`src/rtl/sparecell_lo_monitor.sv`:
```
// rtl/sparecell_lo_monitor.sv - capture, serial readback and sticky fault map for spare-cell tie-low outputs
module sparecell_lo_monitor #(
  parameter int NUM_CELLS = 8,
  parameter int CNT_W     = 6
) (
  input  logic                 wb_clk_i,
  input  logic                 wb_rst_i,
  input  logic [NUM_CELLS-1:0] lo_i,
  input  logic                 start_i,
  input  logic                 err_clr_i,
  output logic                 busy_o,
  output logic                 done_o,
  output logic                 sdo_o,
  output logic                 sdo_valid_o,
  output logic                 err_o,
  output logic [NUM_CELLS-1:0] fault_map_o
);

  typedef enum logic [1:0] {
    IDLE   = 2'd0,
    SAMPLE = 2'd1,
    SHIFT  = 2'd2,
    DONE   = 2'd3
  } state_t;

  localparam logic [CNT_W-1:0] CNT_LOAD = CNT_W'(NUM_CELLS);
  localparam logic [CNT_W-1:0] CNT_LAST = CNT_W'(1);

  state_t               state;
  logic [NUM_CELLS-1:0] lo_meta;
  logic [NUM_CELLS-1:0] lo_sync;
  logic [NUM_CELLS-1:0] shift_reg;
  logic [NUM_CELLS-1:0] shift_next;
  logic [CNT_W-1:0]     cnt;

  // Next shift-register contents; its bit 0 is the next serial bit.
  assign shift_next = shift_reg >> 1;

  // Two-flop synchronizer: lo_i is asynchronous to the system clock.
  always_ff @(posedge wb_clk_i or posedge wb_rst_i) begin
    if (wb_rst_i) begin
      lo_meta <= '0;
      lo_sync <= '0;
    end else begin
      lo_meta <= lo_i;
      lo_sync <= lo_meta;
    end
  end

  // Readback sequencer with registered outputs and sticky error tracking.
  always_ff @(posedge wb_clk_i or posedge wb_rst_i) begin
    if (wb_rst_i) begin
      state       <= IDLE;
      shift_reg   <= '0;
      cnt         <= '0;
      busy_o      <= 1'b0;
      done_o      <= 1'b0;
      sdo_o       <= 1'b0;
      sdo_valid_o <= 1'b0;
      err_o       <= 1'b0;
      fault_map_o <= '0;
    end else begin
      done_o <= 1'b0;

      // Clear applies in any state; a coincident capture below overrides it.
      if (err_clr_i) begin
        err_o       <= 1'b0;
        fault_map_o <= '0;
      end

      case (state)
        IDLE: begin
          if (start_i) begin
            state  <= SAMPLE;
            busy_o <= 1'b1;
          end
        end

        SAMPLE: begin
          shift_reg   <= lo_sync;
          cnt         <= CNT_LOAD;
          fault_map_o <= (err_clr_i ? '0 : fault_map_o) | lo_sync;
          err_o       <= (err_clr_i ? 1'b0 : err_o) | (|lo_sync);
          sdo_o       <= lo_sync[0];
          sdo_valid_o <= 1'b1;
          state       <= SHIFT;
        end

        SHIFT: begin
          shift_reg <= shift_next;
          cnt       <= cnt - CNT_LAST;
          if (cnt == CNT_LAST) begin
            state       <= DONE;
            busy_o      <= 1'b0;
            sdo_o       <= 1'b0;
            sdo_valid_o <= 1'b0;
            done_o      <= 1'b1;
          end else begin
            sdo_o <= shift_next[0];
          end
        end

        DONE: begin
          state <= IDLE;
        end

        default: begin
          state <= IDLE;
        end
      endcase
    end
  end

endmodule

```
`config.mk`:
```
export PLATFORM = sky130hd
export DESIGN_NAME = sparecell_lo_monitor
export DESIGN_NICKNAME = d
export VERILOG_FILES = /design/src/rtl/sparecell_lo_monitor.sv
export SDC_FILE = /design/constraint.sdc
export NUM_CORES = 1
export LEC_CHECK = 0
export BUFFER_PORTS_ARGS = -buffer_cell sky130_fd_sc_hd__buf_2
export CAP_MARGIN = 15
export CORE_ASPECT_RATIO = 0.75
export CORE_MARGIN = 2
export CORE_UTILIZATION = 35
export CTS_BUF_LIST = sky130_fd_sc_hd__clkbuf_4
export DETAILED_ROUTE_END_ITERATION = 16
export SYNTH_ARGS = -nofsm -noshare
export SYNTH_HDL_FRONTEND = slang
export SYNTH_SLANG_ARGS = --single-unit
```
`constraint.sdc`:
```
create_clock -name wb_clk_i -period 1.4 [get_ports wb_clk_i]
set_clock_uncertainty 0.05 [all_clocks]
set_input_delay 0.14 -clock wb_clk_i [delete_from_list [all_inputs] [get_ports wb_clk_i]]
set_output_delay 0.14 -clock wb_clk_i [all_outputs]
set_load 0.005 [all_outputs]
```
Word-level counts from Yosys, hierarchy flattened
Cells that the tools add are included.
{ "totals": {"reg_bits": 45, "input_bits": 12, "out_inout_bits": 13, "wordCells": 44} }
{ "classes": {"addsub": 1, "eq_ne": 6, "mux": 17, "n_bitwise": 2, "n_reduce_logical": 7} }
{ "op_table": {"columns": ["op", "n"], "rows": [
  ["two-way mux 8 bit", 2],
  ["one-hot mux 8 bit (2 select lines)", 1],
  ["one-hot mux 6 bit (2 select lines)", 1],
  ["bitwise OR 8 bit", 1],
  ["one-hot mux 2 bit (4 select lines)", 1],
  ["OR reduction 8 bit", 1],
  ["two-way mux 1 bit", 7],
  ["== test 6 x 1 -> 1 bit, second input constant", 1],
  ["one-hot mux 1 bit (2 select lines)", 3],
  ["subtractor 6 x 1 -> 6 bit, second input constant", 1],
  ["== test 2 bit, second input constant", 2],
  ["two-way mux 2 bit", 2],
  ["inequality test 2 bit, second input constant", 2],
  ["AND reduction 2 bit", 2],
  ["nonzero test 2 bit", 2],
  ["AND reduction 3 bit", 1],
  ["== test 2 x 1 -> 1 bit, second input constant", 1],
  ["logical NOT 2 bit", 1],
  ["bitwise OR 1 bit", 1]
]} }

Longest topological paths before layout
{ "depth": {"ltp_word": 3, "ltp_mapped": 7, "depth_no_buf": 5} }

Worst setup path after synthesis
Ideal clock, no wire load.
{ "synth_timing": {"kind": "reg2reg", "startpoint": "reg state[0]", "endpoint": "reg sdo_o", "setup_ns": 0.124, "arrival_ns": 1.264, "required_time_ns": 1.226, "setup_slack_ns": -0.038, "path_stages_with_launch": 7, "path_buffers": 2, "synth_period_minus_slack_ns": 1.438, "path_cell_list": "dfrtp_1 inv_1 ha_1 buf_2 buf_2 inv_2 a211o_1"} }
{ "synth_between": {"elab_chain_len": 2, "word_cells_on_any_way": 4, "classes_between": "2 x eq/ne; 1 x mux; 1 x reduce/logical"} }
{ "synth_lines": {"columns": ["item", "line", "rtl"], "rows": [
  ["start: declaration", "29", "state_t state;"],
  ["start signal: assignment", "53", "state <= IDLE;"],
  ["start signal: assignment", "74", "state <= SAMPLE;"],
  ["start signal: assignment", "86", "state <= SHIFT;"],
  ["== test 2 bit or == test 2 x 1 -> 1 bit (tied branches)", "71", "case (state)"],
  ["one-hot mux 1 bit (2 select lines) or nonzero test 2 bit (tied branches)", null, null],
  ["end signal: assignment", "84", "sdo_o <= lo_sync[0];"],
  ["end signal: assignment", "99", "sdo_o <= shift_next[0];"],
  ["end: declaration", "13", "output logic sdo_o,"]
]} }
Several ways; a longest one is shown, not always the timed one.
A chain may end at the register's enable or synchronous reset.

Worst setup path after layout
{ "layout_timing": {"startpoint": "reg state[1]", "endpoint": "reg state[1]"} }
{ "layout_between": {"elab_chain_len": 3, "word_cells_on_any_way": 8, "classes_between": "5 x eq/ne; 1 x mux; 2 x reduce/logical"} }
{ "layout_lines": {"columns": ["item", "line"], "rows": [
  ["== test 2 bit or logical NOT 2 bit (tied branches)", "71"],
  ["inequality test 2 bit (no line)", null],
  ["AND reduction 2 bit (no line)", null]
]} }
Several ways; a longest one is shown, not always the timed one.

==> impl_summary.md <==
Yosys
The number of flops mapped to enable cells by yosys is 0. In this run the mean area of a mapped cell was around 12 sq um. Synthesis inferred 44 register bits. The net count of the mapped netlist is approximately 170. Yosys printed 0 warnings.

In the synthesized netlist, the number of instances is ~150. After synthesis, the share of flip-flops with an asynchronous set or reset is 1.000. In this run, distinct cell masters in the synthesized netlist total 36. The share of the Yosys chip area taken by registers is 0.6345.

The post-synthesis instance area is 1735 sq um. The most frequently used flop master after synthesis is dfrtp_1.

Placed design
The final weighted congestion in routability-driven placement is 0.7879. Before CTS, the worst setup slack after placement is -68.84 ps. The final HPWL from detailed placement is 2.149 mm. The number of buffers added on ports is 24. The total instance count after detailed placement is about 240.

Hold path
The launch point of the worst hold path is start_i. The worst hold path terminates at busy_o$_DFFE_PP0P_. The worst hold path stage count is 3.

In this run the worst hold path is classified as input pin to flop.

Floorplanning
The region available for standard cell placement spans between 4000 and 5000 sq um. The number of rows in the core area is 22. The number of top-level pins is 25. The floorplan step set the die height to about 65 microns. For this configuration, the core starts out at a cell density of 0.3582. The floorplan step defined a die boundary enclosing 5543 sq um. The width of the chip is 85.31 microns.

Layout
After the last flow step, the layout net total stands at 222. The number of diodes is 0. Leaving out fill and tap cells, the most frequent cells in the layout are 43 x dfrtp_1, 24 x buf_2, 17 x buf_4. Fill cells in the final layout number ~420.

Relative to the synthesized area, the layout overhead comes to 35.98%. In the final layout, the registers with the most flip-flops are fault_map_o x8, lo_meta x8, lo_sync x8. Leaving out fill and tap cells, the most frequent cell in the layout is dfrtp_1. The finished layout holds ~270 standard cells, fillers aside. The proportion of layout cells with a drive suffix above 1 is 0.3641.

Global route
The via count of the first global-routing pass is about 1300. The number of antenna violations at the first check in global routing is 0. Entering global routing, the biggest net connects 45 pins.

The global-route wire length before repair is roughly 5.8 mm. The overall global routing resource usage is 0.1343. For this run the aggregate overflow at the end of global routing stands at 0.

Detailed routing
The DRC marker count from the first detailed-route iteration is between 50 and 60. The routed layout has approximately 1300 vias. The average via count per standard cell is 4.737.

For this run, design rule violations remaining after detail routing come to 0. Before antenna repair, the detailed router went through 4 iterations. The detailed-route wire length per cell is approximately 13 microns. For this block, the routed nets add up to ~3.5 mm of wire. The antenna violation net count after detailed routing is 0.

STA
The total count of max-transition violations in the final report is 0. Timing would allow up to 0.6869 GHz. The least setup slack across all paths after layout is -55.75 ps. Setup repair after global routing could not meet its margin everywhere.

For the finished layout, the period the worst path requires is 1456 ps. Measured against its own limit, the worst slew margin works out to 0.6459. Setup violations remaining at the end of the flow were counted as 5.

For the pin with the worst max-slew slack, the measured transition is 531.2 ps. Dividing the final minimum period by the clock period gives 1.040. The final-report hold violation count is 0. After routing, the total negative slack on setup checks comes to -167.7 ps.

Power and ir drop
Dividing total power by cell area gives a power density of 836.1 nW/um^2. The leakage component of the power is approximately 0.0012 uW. The peak ir drop on the vdd network is between 0.6 and 0.7 mV.

Clock network
The root buffer cell is clkbuf_4. Buffers inserted during clock tree synthesis total 5. The total number of clock tree sinks is 44. The clock passes through at most 2 buffers.

The clock-pin slew of the registers on the worst-case setup and hold paths is roughly 130 ps. For the worst-skew pair, the clock arrives at the later sink with an insertion delay of ~350 ps. TritonCTS built the clock tree. The H-tree was split into 2 levels.

Worst setup path
At the worst endpoint, the required time is roughly 1600 ps. The worst register-to-register path ends at state[1]$_DFFE_PP0P_. The worst register-to-register path begins at state[1]$_DFFE_PP0P_.

STA classifies the critical path startpoint as a flop. The endpoint type of the worst setup path is a flop. The critical path in this run is classified as flop to flop. Along the worst path, the maximum fanout reaches 8. The register-to-register path setup slack is -60 ps. Data on the critical path arrives at its endpoint at ~1600 ps. Measured in cells, the most critical reg-to-reg path has a length of 5.

Run
Max-cap violations in this run came to 0.

Run status
The flow ran to the end, but the final reports show violations. The final reports fail on negative setup slack.
[routing by layer]
layer  track usage  vias up  wire length, microns
li1              -      618                     -
met1        0.1612      607                  1553
met2        0.2256       28                  1724
met3       0.04331        7                   133
met4       0.05159        0                    53
met5             0        -                     0
[Yosys cell counts, drive strengths merged, types with 2 or more instances]
library cell | instances | share of area
nand3 | 3 | 0.0086
a22o | 2 | 0.010
nor2b | 2 | 0.0072
inv | 18 | 0.039
nor3 | 2 | 0.0086
nand2 | 11 | 0.024
ha | 5 | 0.036
dfrtp | 44 | 0.63
mux2i | 7 | 0.040
buf | 5 | 0.017
or4 | 2 | 0.0086
o21ai | 13 | 0.037
nor2 | 8 | 0.017
a21oi | 8 | 0.023
o22ai | 2 | 0.0072
[power breakdown]
part	switching (uW)	internal, uW	total [uW]
clock network	406	189	595
logic	36.1	35.8	72.0
registers	12.2	1290	1310
total	454	1520	1970
[cells by family (layout without fill, tap and decap cells)]
group | Yosys count | in the layout | share of synthesized area
DFF | 44 | 44 | 0.6345
and+or+nand+nor | 35 | 35 | 0.1067
AOI/OAI and AO/OA | 34 | 34 | 0.1240
buffers and inverters | 24 | 81 | 0.05839
muxes | 7 | 7 | 0.04038
adders and majority gates | 5 | 5 | 0.03605
[area by class of cell]
class / count / area (sq um) / area share
tap: 60 / 75.07 / 0.03181
sequential: 44 / 1102 / 0.4671
inverter: 18 / 67.56 / 0.02863
clock inverter: 3 / 18.77 / 0.007953
timing repair buffer: 55 / 401.6 / 0.1702
multi-input combinational: 81 / 656.9 / 0.2784
clock buffer: 5 / 37.54 / 0.01591
[worst max-delay path by stage]
stage | start | to | slack (ps) | cells after the start
global placement | state[1]$_DFFE_PP0P_ | state[1]$_DFFE_PP0P_ | -50 | 5
floorplan | state[0]$_DFFE_PP0P_ | sdo_o$_DFFE_PP0P_ | 10 | 7
finish | state[1]$_DFFE_PP0P_ | state[1]$_DFFE_PP0P_ | -60 | 5
CTS | cnt[0]$_DFFE_PP0P_ | cnt[4]$_DFFE_PP0P_ | -30 | 4
detailed placement | state[1]$_DFFE_PP0P_ | state[1]$_DFFE_PP0P_ | -70 | 5
global route | cnt[0]$_DFFE_PP0P_ | cnt[4]$_DFFE_PP0P_ | -90 | 4
[through the flow]
stage	hold WS [ps]	utilization	instance area, sq um	total power, uW
after detailed placement	199.3	0.4163	2017	1384
after floorplan	121.4	-	1744	1347
after global routing	97.67	0.4871	2360	2076
after global placement	197.6	0.4163	2017	1381
after CTS	67.82	0.4744	2298	2011
final	79.53	0.4871	2360	1973
[critical path, cell delays in order (launching register included)]
cell     delay, ps
dfrtp_1        420
buf_4          150
ha_4           190
buf_4          150
o21ai_0        240
o32ai_2        130
[what timing repair did]
item                                   in CTS  in global routing
hold buffers                               10                  0
endpoints found under the hold margin      54                  0
setup endpoints to repair                  15                 12
gates cloned                                0                  0
pin swaps                                   5                  5
setup buffers                               4                  3
gates resized for setup                    18                 11
(Power assumes the default switching activity.)
